==> config.mk <==
export PLATFORM = sky130hd
export DESIGN_NAME = kyber_bf_unit
export DESIGN_NICKNAME = d
export VERILOG_FILES = /design/src/rtl/kyber_pkg.sv /design/src/rtl/kyber_mod_mul_q.sv /design/src/rtl/kyber_bf_unit.sv
export SDC_FILE = /design/constraint.sdc
export NUM_CORES = 1
export LEC_CHECK = 0
export ABC_AREA = 1
export CAP_MARGIN = 30
export CORE_ASPECT_RATIO = 0.7
export CORE_MARGIN = 2
export CORE_UTILIZATION = 59
export CTS_CLUSTER_DIAMETER = 50
export DETAILED_ROUTE_END_ITERATION = 7
export PLACE_DENSITY = 0.78
export SLEW_MARGIN = 20
export SYNTH_ARGS = -nofsm -noshare
export SYNTH_HDL_FRONTEND = slang
export SYNTH_HIERARCHICAL = 1
export SYNTH_SLANG_ARGS = --single-unit
==> constraint.sdc <==
create_clock -name clk -period 10.55 [get_ports clk]
set_input_delay 2.6375 -clock clk [delete_from_list [all_inputs] [get_ports clk]]
set_output_delay 2.6375 -clock clk [all_outputs]
set_load 0.05 [all_outputs]
==> src/rtl/kyber_pkg.sv <==
// Shared constants and types for the Kyber butterfly datapath.
//   Q, W               default modulus and coefficient width
//   bf_mode_e          butterfly operation selector (CT, GS, GS_HALF, BYPASS)
//   barrett_m()        floor(2^(2*w) / q), the Barrett multiplier
//   BARRETT_K/M, INV2  derived constants for the default Q/W
package kyber_pkg;

    localparam int unsigned Q = 3329;
    localparam int unsigned W = 12;

    typedef enum logic [1:0] {
        ModeCt     = 2'd0,
        ModeGs     = 2'd1,
        ModeGsHalf = 2'd2,
        ModeBypass = 2'd3
    } bf_mode_e;

    function automatic int unsigned barrett_m(input int unsigned q, input int unsigned w);
        longint unsigned num;
        num = 64'd1 << (2 * w);
        return 32'(num / 64'(q));
    endfunction

    localparam int unsigned BARRETT_K = 2 * W;
    localparam int unsigned BARRETT_M = barrett_m(Q, W);
    localparam int unsigned INV2      = (Q + 1) / 2;

endpackage

==> src/rtl/kyber_mod_mul_q.sv <==
// Combinational Barrett reduction of a product x < Q^2 to a canonical residue.
//   x  in   2*W  product to reduce
//   r  out  W    x mod Q, in [0, Q-1]
module kyber_mod_mul_q #(
    parameter int unsigned Q = kyber_pkg::Q,
    parameter int unsigned W = kyber_pkg::W
) (
    input  logic [2*W-1:0] x,
    output logic [W-1:0]   r
);
    import kyber_pkg::*;

    localparam int unsigned    K  = 2 * W;
    localparam logic [4*W-1:0] MW = (4 * W)'(barrett_m(Q, W));

    logic [4*W-1:0] prod;
    logic [W-1:0]   quot;
    logic [2*W-1:0] qq;
    logic [2*W-1:0] rr;
    logic [W:0]     r1;

    // quot underestimates x/Q by at most one, so rr < 2Q and one subtract suffices.
    always_comb begin
        prod = {{(2 * W){1'b0}}, x} * MW;
        quot = W'(prod >> K);
        qq   = {{W{1'b0}}, quot} * (2 * W)'(Q);
        rr   = x - qq;
        r1   = (W + 1)'(rr);
        r    = (r1 >= (W + 1)'(Q)) ? W'(r1 - (W + 1)'(Q)) : W'(r1);
    end

endmodule

==> src/rtl/kyber_bf_unit.sv <==
// Pipelined multi-lane Kyber butterfly (CT forward, GS inverse, GS with halving,
// bypass) with a valid/ready handshake and full backpressure. Latency 3 cycles.
//   clk, rst_n             clock, synchronous active-low reset
//   in_valid/in_ready      input handshake; mode, a_in, b_in, zeta_in sampled on accept
//   out_valid/out_ready    output handshake; a_out, b_out held while stalled
//   mode_err               sticky, set when a BYPASS (mode=3) beat is accepted
module kyber_bf_unit #(
    parameter int unsigned Q     = kyber_pkg::Q,
    parameter int unsigned W     = kyber_pkg::W,
    parameter int unsigned LANES = 1
) (
    input  logic               clk,
    input  logic               rst_n,
    input  logic               in_valid,
    output logic               in_ready,
    input  logic [1:0]         mode,
    input  logic [LANES*W-1:0] a_in,
    input  logic [LANES*W-1:0] b_in,
    input  logic [LANES*W-1:0] zeta_in,
    output logic               out_valid,
    input  logic               out_ready,
    output logic [LANES*W-1:0] a_out,
    output logic [LANES*W-1:0] b_out,
    output logic               mode_err
);
    import kyber_pkg::*;

    localparam logic [W-1:0] QW = W'(Q);

    function automatic logic [W-1:0] add_mod(input logic [W-1:0] x, input logic [W-1:0] y);
        logic [W:0] s;
        s = {1'b0, x} + {1'b0, y};
        if (s >= {1'b0, QW}) s = s - {1'b0, QW};
        return W'(s);
    endfunction

    // Wraps modulo 2^W, which is harmless because the true result is below Q.
    function automatic logic [W-1:0] sub_mod(input logic [W-1:0] x, input logic [W-1:0] y);
        logic [W-1:0] d;
        d = x - y;
        if (x < y) d = d + QW;
        return d;
    endfunction

    // Multiply by 2^-1 mod Q: odd values are made even by adding the (odd) modulus.
    function automatic logic [W-1:0] half_mod(input logic [W-1:0] x);
        logic [W:0] t;
        t = x[0] ? ({1'b0, x} + {1'b0, QW}) : {1'b0, x};
        return W'(t >> 1);
    endfunction

    logic     adv, accept;
    bf_mode_e in_mode;

    logic     s1_valid_q, s2_valid_q, out_valid_q;
    bf_mode_e s1_mode_q, s2_mode_q;
    logic     mode_err_q;

    logic [W-1:0]   s1_a_d [LANES];
    logic [W-1:0]   s1_b_d [LANES];
    logic [W-1:0]   s1_a_q [LANES];
    logic [W-1:0]   s1_b_q [LANES];
    logic [W-1:0]   s1_z_q [LANES];
    logic [W-1:0]   s2_a_q [LANES];
    logic [W-1:0]   s2_b_q [LANES];
    logic [2*W-1:0] s2_p_q [LANES];
    logic [W-1:0]   red    [LANES];
    logic [W-1:0]   s3_a_d [LANES];
    logic [W-1:0]   s3_b_d [LANES];

    logic [LANES*W-1:0] a_out_q, b_out_q;

    assign adv       = out_ready | ~out_valid_q;
    assign in_ready  = adv;
    assign accept    = in_valid & adv;
    assign in_mode   = bf_mode_e'(mode);
    assign out_valid = out_valid_q;
    assign a_out     = a_out_q;
    assign b_out     = b_out_q;
    assign mode_err  = mode_err_q;

    // S1 front end: GS modes turn (a, b) into (a+b, a-b) before the multiply.
    always_comb begin
        for (int i = 0; i < LANES; i++) begin
            s1_a_d[i] = a_in[i*W +: W];
            s1_b_d[i] = b_in[i*W +: W];
            if (in_mode == ModeGs || in_mode == ModeGsHalf) begin
                s1_a_d[i] = add_mod(a_in[i*W +: W], b_in[i*W +: W]);
                s1_b_d[i] = sub_mod(a_in[i*W +: W], b_in[i*W +: W]);
            end
        end
    end

    for (genvar gi = 0; gi < LANES; gi++) begin : g_lane
        kyber_mod_mul_q #(
            .Q(Q),
            .W(W)
        ) u_red (
            .x(s2_p_q[gi]),
            .r(red[gi])
        );
    end

    // S3 back end: red is b*zeta (CT) or (a-b)*zeta (GS) reduced mod Q.
    always_comb begin
        for (int i = 0; i < LANES; i++) begin
            s3_a_d[i] = s2_a_q[i];
            s3_b_d[i] = s2_b_q[i];
            unique case (s2_mode_q)
                ModeCt: begin
                    s3_a_d[i] = add_mod(s2_a_q[i], red[i]);
                    s3_b_d[i] = sub_mod(s2_a_q[i], red[i]);
                end
                ModeGs: begin
                    s3_a_d[i] = s2_a_q[i];
                    s3_b_d[i] = red[i];
                end
                ModeGsHalf: begin
                    s3_a_d[i] = half_mod(s2_a_q[i]);
                    s3_b_d[i] = half_mod(red[i]);
                end
                ModeBypass: begin
                    s3_a_d[i] = s2_a_q[i];
                    s3_b_d[i] = s2_b_q[i];
                end
            endcase
        end
    end

    always_ff @(posedge clk) begin
        if (!rst_n) begin
            s1_valid_q  <= 1'b0;
            s2_valid_q  <= 1'b0;
            out_valid_q <= 1'b0;
            s1_mode_q   <= ModeCt;
            s2_mode_q   <= ModeCt;
            mode_err_q  <= 1'b0;
            a_out_q     <= '0;
            b_out_q     <= '0;
            for (int i = 0; i < LANES; i++) begin
                s1_a_q[i] <= '0;
                s1_b_q[i] <= '0;
                s1_z_q[i] <= '0;
                s2_a_q[i] <= '0;
                s2_b_q[i] <= '0;
                s2_p_q[i] <= '0;
            end
        end else begin
            if (accept && in_mode == ModeBypass) mode_err_q <= 1'b1;
            // The whole pipe moves as one; a stalled output freezes every stage.
            if (adv) begin
                s1_valid_q  <= in_valid;
                s2_valid_q  <= s1_valid_q;
                out_valid_q <= s2_valid_q;
                if (in_valid) begin
                    s1_mode_q <= in_mode;
                    for (int i = 0; i < LANES; i++) begin
                        s1_a_q[i] <= s1_a_d[i];
                        s1_b_q[i] <= s1_b_d[i];
                        s1_z_q[i] <= zeta_in[i*W +: W];
                    end
                end
                if (s1_valid_q) begin
                    s2_mode_q <= s1_mode_q;
                    for (int i = 0; i < LANES; i++) begin
                        s2_a_q[i] <= s1_a_q[i];
                        s2_b_q[i] <= s1_b_q[i];
                        s2_p_q[i] <= {{W{1'b0}}, s1_b_q[i]} * {{W{1'b0}}, s1_z_q[i]};
                    end
                end
                if (s2_valid_q) begin
                    for (int i = 0; i < LANES; i++) begin
                        a_out_q[i*W +: W] <= s3_a_d[i];
                        b_out_q[i*W +: W] <= s3_b_d[i];
                    end
                end
            end
        end
    end

endmodule

==> run_results.csv, run 1 <==
group,metric,value,unit
status,status,"complete, no violations",
synthesis,ys_types,54,
timing,fin_crit_sh,99.2,%
routing,vias_per_cell,5.59,
synthesis,syn_inst,2825,
timing,setup_violations,0,
final_layout,syn_to_final_growth,17.9,%
clock_network,clk_path_buf_depth,2,
placement,io_buffers,68,
setup_path,required,10920,ps
clock_network,cts_max_level,4,
global_route,grt_overflow,0,
setup_path,criticalPathCategory,"register to register",
global_route,grt_max_degree,51,
floorplanning,die_area,37700,um^2
synthesis,yosys_register_bits,116,
synthesis,synth_most_common_cell,"inv_1",
global_route,grt_pass1_vias,18400,
routing,routed_wl,59.7,mm
clock_network,cts_tree,"done",
floorplanning,dieWidth,231,um
final_layout,layout-drive-gt1-share,15.6,%
global_route,grt_antenna_before_repair,0,
synthesis,yosys-top-cells-count,"631 x inv_1, 626 x nand2_1, 274 x ha_1",
global_route,grt_pass1_wl,93.2,mm
worst_hold_path,holdCritStartpoint,"mode_err",
synthesis,synth_async_sr_flop_share,0,%
setup_path,arrival,10830,ps
timing,fin_crit,10460,ps
synthesis,synth.area.top_cells,"fa_1 22%, ha_1 16%, edfxtp_1 12%",
timing,fmax,0.0956,GHz
routing,drc,0,
worst_hold_path,hold_depth,1,
setup_path,worstPathMaxFanout,7,
synthesis,avgSynthCellArea,7.54,um^2
synthesis,synth_flop_cell,"edfxtp_1",
routing,dr.pass1.iters,8,
placement,place_area,22800,um^2
placement,dp_hpwl,47.5,mm
setup_path,ff2ff_setup_slack,90,ps
routing,avgRoutedWirePerCell,17.1,um
synthesis,synth_top_area_share,22.2,%
routing,via_count,19500,
setup_path,slowest_delay,640,ps
synthesis,synth-seq-area-share,14.8,%
clock_network,cts_buffers,17,
routing,antenna_left,0,
timing,final_max_slew_viol_count,0,
flow_run,maxCapViolCount,0,
clock_network,clk_pin_slew,60,ps
clock_network,clock_latency,430,ps
timing,slew_headroom,41.6,%
synthesis,synth_edf_count,84,
setup_path,slowest_stage,"fa_1",
timing,hold_violations,0,
setup_path,critPathLaunchType,"register",
floorplanning,initial_utilization,59.6,%
floorplanning,rows,58,
timing,worst_slew_pin_slew,876,ps
placement,place_congestion,1.02,
synthesis,syn_area,21300,um^2
synthesis,synth_warnings,6,
timing,setup-tns-final,0,ps
clock_network,ctsHoldBuffers,0,
floorplanning,pin_count,69,
clock_network,clock-sinks,116,
setup_path,crit_path_frequent_cell,"nand2_1",
synthesis,synth_top_area_cell,"fa_1",
worst_hold_path,hold_end,"mode_err",
routing,drt_iter0_drc,1830,
floorplanning,die-height,163,um
setup_path,setup.worst_path.end_class,"register",
setup_path,r2r-end,"a_out[4]",
final_layout,antennaDiodeCount,0,
timing,fin_worst_skew,11.4,ps
setup_path,timing.rr.start,"s2_p_q[0][13]",
timing,rsz0062_at_grt,"yes",
clock_network,cts_root_buf,"clkbuf_16",
final_layout,num-nets-final,3553,
synthesis,synth_fp_nets,3377,
final_layout,post-route-cell-area,25100,um^2
worst_hold_path,hold_path.class,"register to register",
floorplanning,core,35800,um^2
global_route,track_usage,31.1,%
setup_path,rr_worst_depth,56,
-- registers in the layout, summed over array words and instances (netlist names) --
signal and flops:
a_out 12, b_out 12, mode_err 1, out_valid 1, s1_a_q 12, s1_b_q 12
s1_mode_q 2, s1_valid_q 1, s1_z_q 12, s2_a_q 12, s2_b_q 12, s2_mode_q 2
s2_p_q 24, s2_valid_q 1
-- worst max-delay path, delay by kind of cell (launching register included) --
kind | cells | cell delay, ps
AOI/OAI and AO/OA | 3 | 640
buffers and inverters | 9 | 650
xor gates and xnor gates | 3 | 850
adders and majority gates | 11 | 4450
DFF | 1 | 540
and+or+nand+nor | 30 | 3260
-- through the flow --
step	hold WS, ps	setup WS, ps	util, %	instances
finish	476	88.1	70.3	3494
global route	517	-342	70.3	3494
CTS	484	0.0862	66.0	3431
detailed placement	466	-375	63.8	3382
global placement	465	-270	63.7	3379
floorplan	451	542	-	2825
-- per-layer routing --
metal	wire length, um	GRT usage, %	vias up
met4	869	5.84	0
li1	-	-	9121
met5	0	0	-
met2	26400	46.9	829
met1	27000	46.9	9520
met3	5490	5.50	75
-- cell families (layout without fill, tap and decap cells) --
kind of cell,Yosys count,after routing,share of synthesized area [%]
fa+ha+maj,510,510,38.3
buf+inv,719,907,13.1
compound gates,329,329,9.07
flops,116,116,14.8
xor+xnor,71,71,3.29
simple gates,1080,1081,21.4
-- cell usage in the layout, fill, tap and decap left out, types with 9 or more instances in the layout --
| master | n |
|---|---|
| buf_4 | 140 |
| inv_1 | 612 |
| buf_6 | 11 |
| o211ai_1 | 12 |
| nor2_2 | 11 |
| ha_1 | 244 |
| nand3_1 | 128 |
| fa_1 | 226 |
| o21bai_1 | 12 |
| xor2_2 | 10 |
| a21oi_2 | 27 |
| nand2_4 | 18 |
| nand3_2 | 23 |
| nor2_1 | 177 |
| xor2_1 | 39 |
| clkdlybuf4s50_1 | 68 |
| a21oi_1 | 114 |
| nor2_4 | 15 |
| ha_4 | 23 |
| dfxtp_1 | 32 |
| nand2_1 | 580 |
| a31oi_1 | 9 |
| o21ai_0 | 97 |
| nand4_1 | 20 |
| clkbuf_16 | 19 |
| nand2_2 | 65 |
| xnor2_1 | 16 |
| nor3_1 | 19 |
| fa_2 | 10 |
| edfxtp_1 | 84 |
| inv_2 | 29 |
-- cell type report --
class / count / area, um^2
clock inverters: 10 / 62.6
well taps: 480 / 601
inverters: 652 / 2460
repair inverters: 1 / 5.00
multi-input cells: 1991 / 16400
clock buffers: 22 / 507
fillers: 2786 / 10600
flip-flops and latches: 116 / 3160
repair buffers: 222 / 1920
-- what timing repair did --
action                                  in CTS  in global routing
endpoints found under the setup margin      21                 24
setup buffers                               17                 59
pin swaps                                    6                109
gates cloned                                 0                  4
gates resized for setup                     18                238
-- worst max path at each step --
stage | slack [ps] | from | end
after detailed placement | -380 | s2_p_q[0][11] | b_out[9]
after CTS | 0.09 | s2_p_q[0][18] | b_out[10]
after floorplan | 540 | s2_p_q[0][9] | a_out[4]
after global placement | -270 | s2_p_q[0][11] | b_out[5]
after global routing | -340 | s2_p_q[0][10] | a_out[4]
final | 90 | s2_p_q[0][13] | a_out[4]
Power of run 1 is left out: the tool's default activity adds up to more than one toggle a clock period on the data nets, which glitch-free logic cannot reach.
==> run 2, diff against run 1 <==
--- a/config.mk
+++ b/config.mk
@@ -8,11 +8,12 @@
 export ABC_AREA = 1
 export CAP_MARGIN = 30
 export CORE_ASPECT_RATIO = 0.7
-export CORE_MARGIN = 2
+export CORE_MARGIN = 3
 export CORE_UTILIZATION = 59
 export CTS_CLUSTER_DIAMETER = 50
 export DETAILED_ROUTE_END_ITERATION = 7
 export PLACE_DENSITY = 0.78
+export SETUP_SLACK_MARGIN = 0.02
 export SLEW_MARGIN = 20
 export SYNTH_ARGS = -nofsm -noshare
 export SYNTH_HDL_FRONTEND = slang
==> run 2 against run 1 <==
  * First-iteration DRC count rose by 4.9%
  * Final area is 1.0% higher
  * Critical path depth rose by 7
  * Worst hold slack gained 8.7 ps
  * Wire length increased by 1.3%
  * Flip-flop and latch count unchanged
  * Sequential share of layout area shrank 0.13 points
  * Register-to-register slack improved by 170 ps
  * Setup slack better by 170 ps
  * Via count decreased by 0.60%
  * Global-route usage down 0.34 points
  * Count of clock-buffer cells in the layout grew 4
  * Critical path type unchanged
  * Largest cell class unchanged
  * Highest routed layer unchanged
==> run_results.csv, run 2 (synthesis results as in run 1) <==
group,metric,value,unit
status,status,"complete, no violations",
clock_network,clock_latency,450,ps
flow_run,maxCapViolCount,0,
timing,fin_crit,10290,ps
setup_path,worstPathMaxFanout,5,
worst_hold_path,holdCritStartpoint,"s1_valid_q",
timing,hold_violations,0,
placement,pre_cts_ws,-209,ps
timing,fin_crit_sh,97.5,%
placement,place_congestion,0.984,
timing,fmax,0.0972,GHz
final_layout,final_cell_count_no_fill,3516,
timing,fin_ws,261,ps
timing,setup_violations,0,
worst_hold_path,hold_path.class,"register to register",
worst_hold_path,hold_depth,2,
timing,fin_worst_skew,19.0,ps
global_route,grt_pass1_wl,93.5,mm
routing,dr.pass1.iters,6,
routing,routed_wl,60.5,mm
final_layout,syn_to_final_growth,19.2,%
final_layout,largest_reg_flops,24,
floorplanning,rows,57,
timing,rsz0062_at_grt,"yes",
setup_path,criticalPathCategory,"register to register",
floorplanning,core,35200,um^2
floorplanning,die_area,38500,um^2
setup_path,crit_path_frequent_cell,"nand3_2",
routing,drc,0,
timing,slew_headroom,43.8,%
setup_path,setup.worst_path.end_class,"register",
final_layout,antennaDiodeCount,0,
final_layout,layout_common_cells,"598 x inv_1, 581 x nand2_1, 238 x ha_1, 222 x fa_1, 176 x buf_4",
setup_path,rr_worst_depth,63,
floorplanning,initial_utilization,60.6,%
global_route,grt_antenna_before_repair,0,
clock_network,cts_root_buf,"clkbuf_16",
clock_network,cts_max_level,4,
placement,dp_hpwl,47.9,mm
floorplanning,pin_count,69,
clock_network,cts_buffers,17,
setup_path,timing.rr.start,"s2_p_q[0][12]",
final_layout,post-route-cell-area,25400,um^2
setup_path,required,10920,ps
clock_network,clock-sinks,116,
global_route,grt_max_degree,51,
floorplanning,dieWidth,233,um
final_layout,num-nets-final,3583,
floorplanning,die-height,165,um
final_layout,top_register,"s2_p_q",
final_layout,nFillCells,2725,
placement,place_inst,3413,
routing,vias_per_cell,5.53,
global_route,grt_overflow,0,
routing,antenna_left,0,
global_route,grt_pass1_vias,18300,
setup_path,arrival,10660,ps
placement,io_buffers,68,
routing,drt_iter0_drc,1920,
routing,avgRoutedWirePerCell,17.2,um
worst_hold_path,hold_end,"s1_valid_q",
clock_network,cts_tree,"done",
setup_path,slowest_stage,"fa_2",
timing,worst_slew_pin_slew,839,ps
clock_network,clk_path_buf_depth,2,
setup_path,r2r-end,"a_out[4]",
clock_network,clk_pin_slew,60,ps
placement,place_area,23100,um^2
global_route,track_usage,30.7,%
final_layout,layout_commonest_cell,"inv_1",
routing,via_count,19400,
setup_path,critPathLaunchType,"register",
setup_path,slowest_delay,620,ps
setup_path,ff2ff_setup_slack,260,ps
timing,final_max_slew_viol_count,0,
final_layout,layout-drive-gt1-share,17.2,%
[run 2: changes by cell type in the layout (fill, tap and decap cells not counted), sizes merged]
| cell | before | now |
|---|---|---|
| clkinv | 13 | 10 |
| buf | 154 | 186 |
| nand2 | 665 | 664 |
| inv | 650 | 648 |
| clkbuf | 22 | 26 |
[run 2: area by class of cell]
type / instances / area (um^2) / area share, %
clock buffers: 26 / 533 / 2.10
clock inverters: 6 / 37.5 / 0.148
inverters: 652 / 2460 / 9.69
multi-input cells: 1990 / 16500 / 64.8
flip-flops and latches: 116 / 3160 / 12.5
well taps: 472 / 591 / 2.33
repair buffers: 254 / 2150 / 8.45
[run 2: worst max-delay path by stage]
stage	startpoint	endpoint	slack, ps	depth (start not counted)
after CTS	s2_p_q[0][13]	a_out[4]	20	60
after global placement	s2_p_q[0][16]	a_out[11]	4	57
after detailed placement	s2_p_q[0][17]	a_out[11]	-210	57
after floorplan	s2_p_q[0][9]	a_out[4]	540	61
after global routing	s2_p_q[0][15]	a_out[4]	-230	59
final	s2_p_q[0][12]	a_out[4]	260	63
[run 2: critical path: cells and delay by family (launching register included)]
kind	cells	cell delay, ps
fa+ha+maj	12	4900
simple gates	29	2510
buf+inv	16	1190
xor+xnor	3	570
flops	1	530
compound gates	3	520
[run 2: metal layers]
metal,vias up,track usage (%),share of wire [%]
met3,62,5.55,8.8
met5,-,0,0
met2,775,45.8,44
met4,0,5.62,1.3
li1,9195,-,-
met1,9396,47.0,46
[run 2: what timing repair did]
item | in CTS | in global routing
endpoints found under the setup margin | 22 | 24
pin swaps | 1 | 132
gates cloned | 0 | 0
hold buffers | 0 | 0
buffers inserted | 18 | 52
gates resized for setup | 8 | 265
[run 2: per-stage QoR]
stage	setup TNS (ps)	hold WS [ps]	utilization (%)
2_1_floorplan	0	451	-
3_3_place_gp	0	467	65.7
4_1_cts	0	488	67.9
5_1_grt	-3310	523	72.2
6_report	0	485	72.2
3_5_place_dp	-2710	481	65.8
Power of run 2 is left out for the same reason.
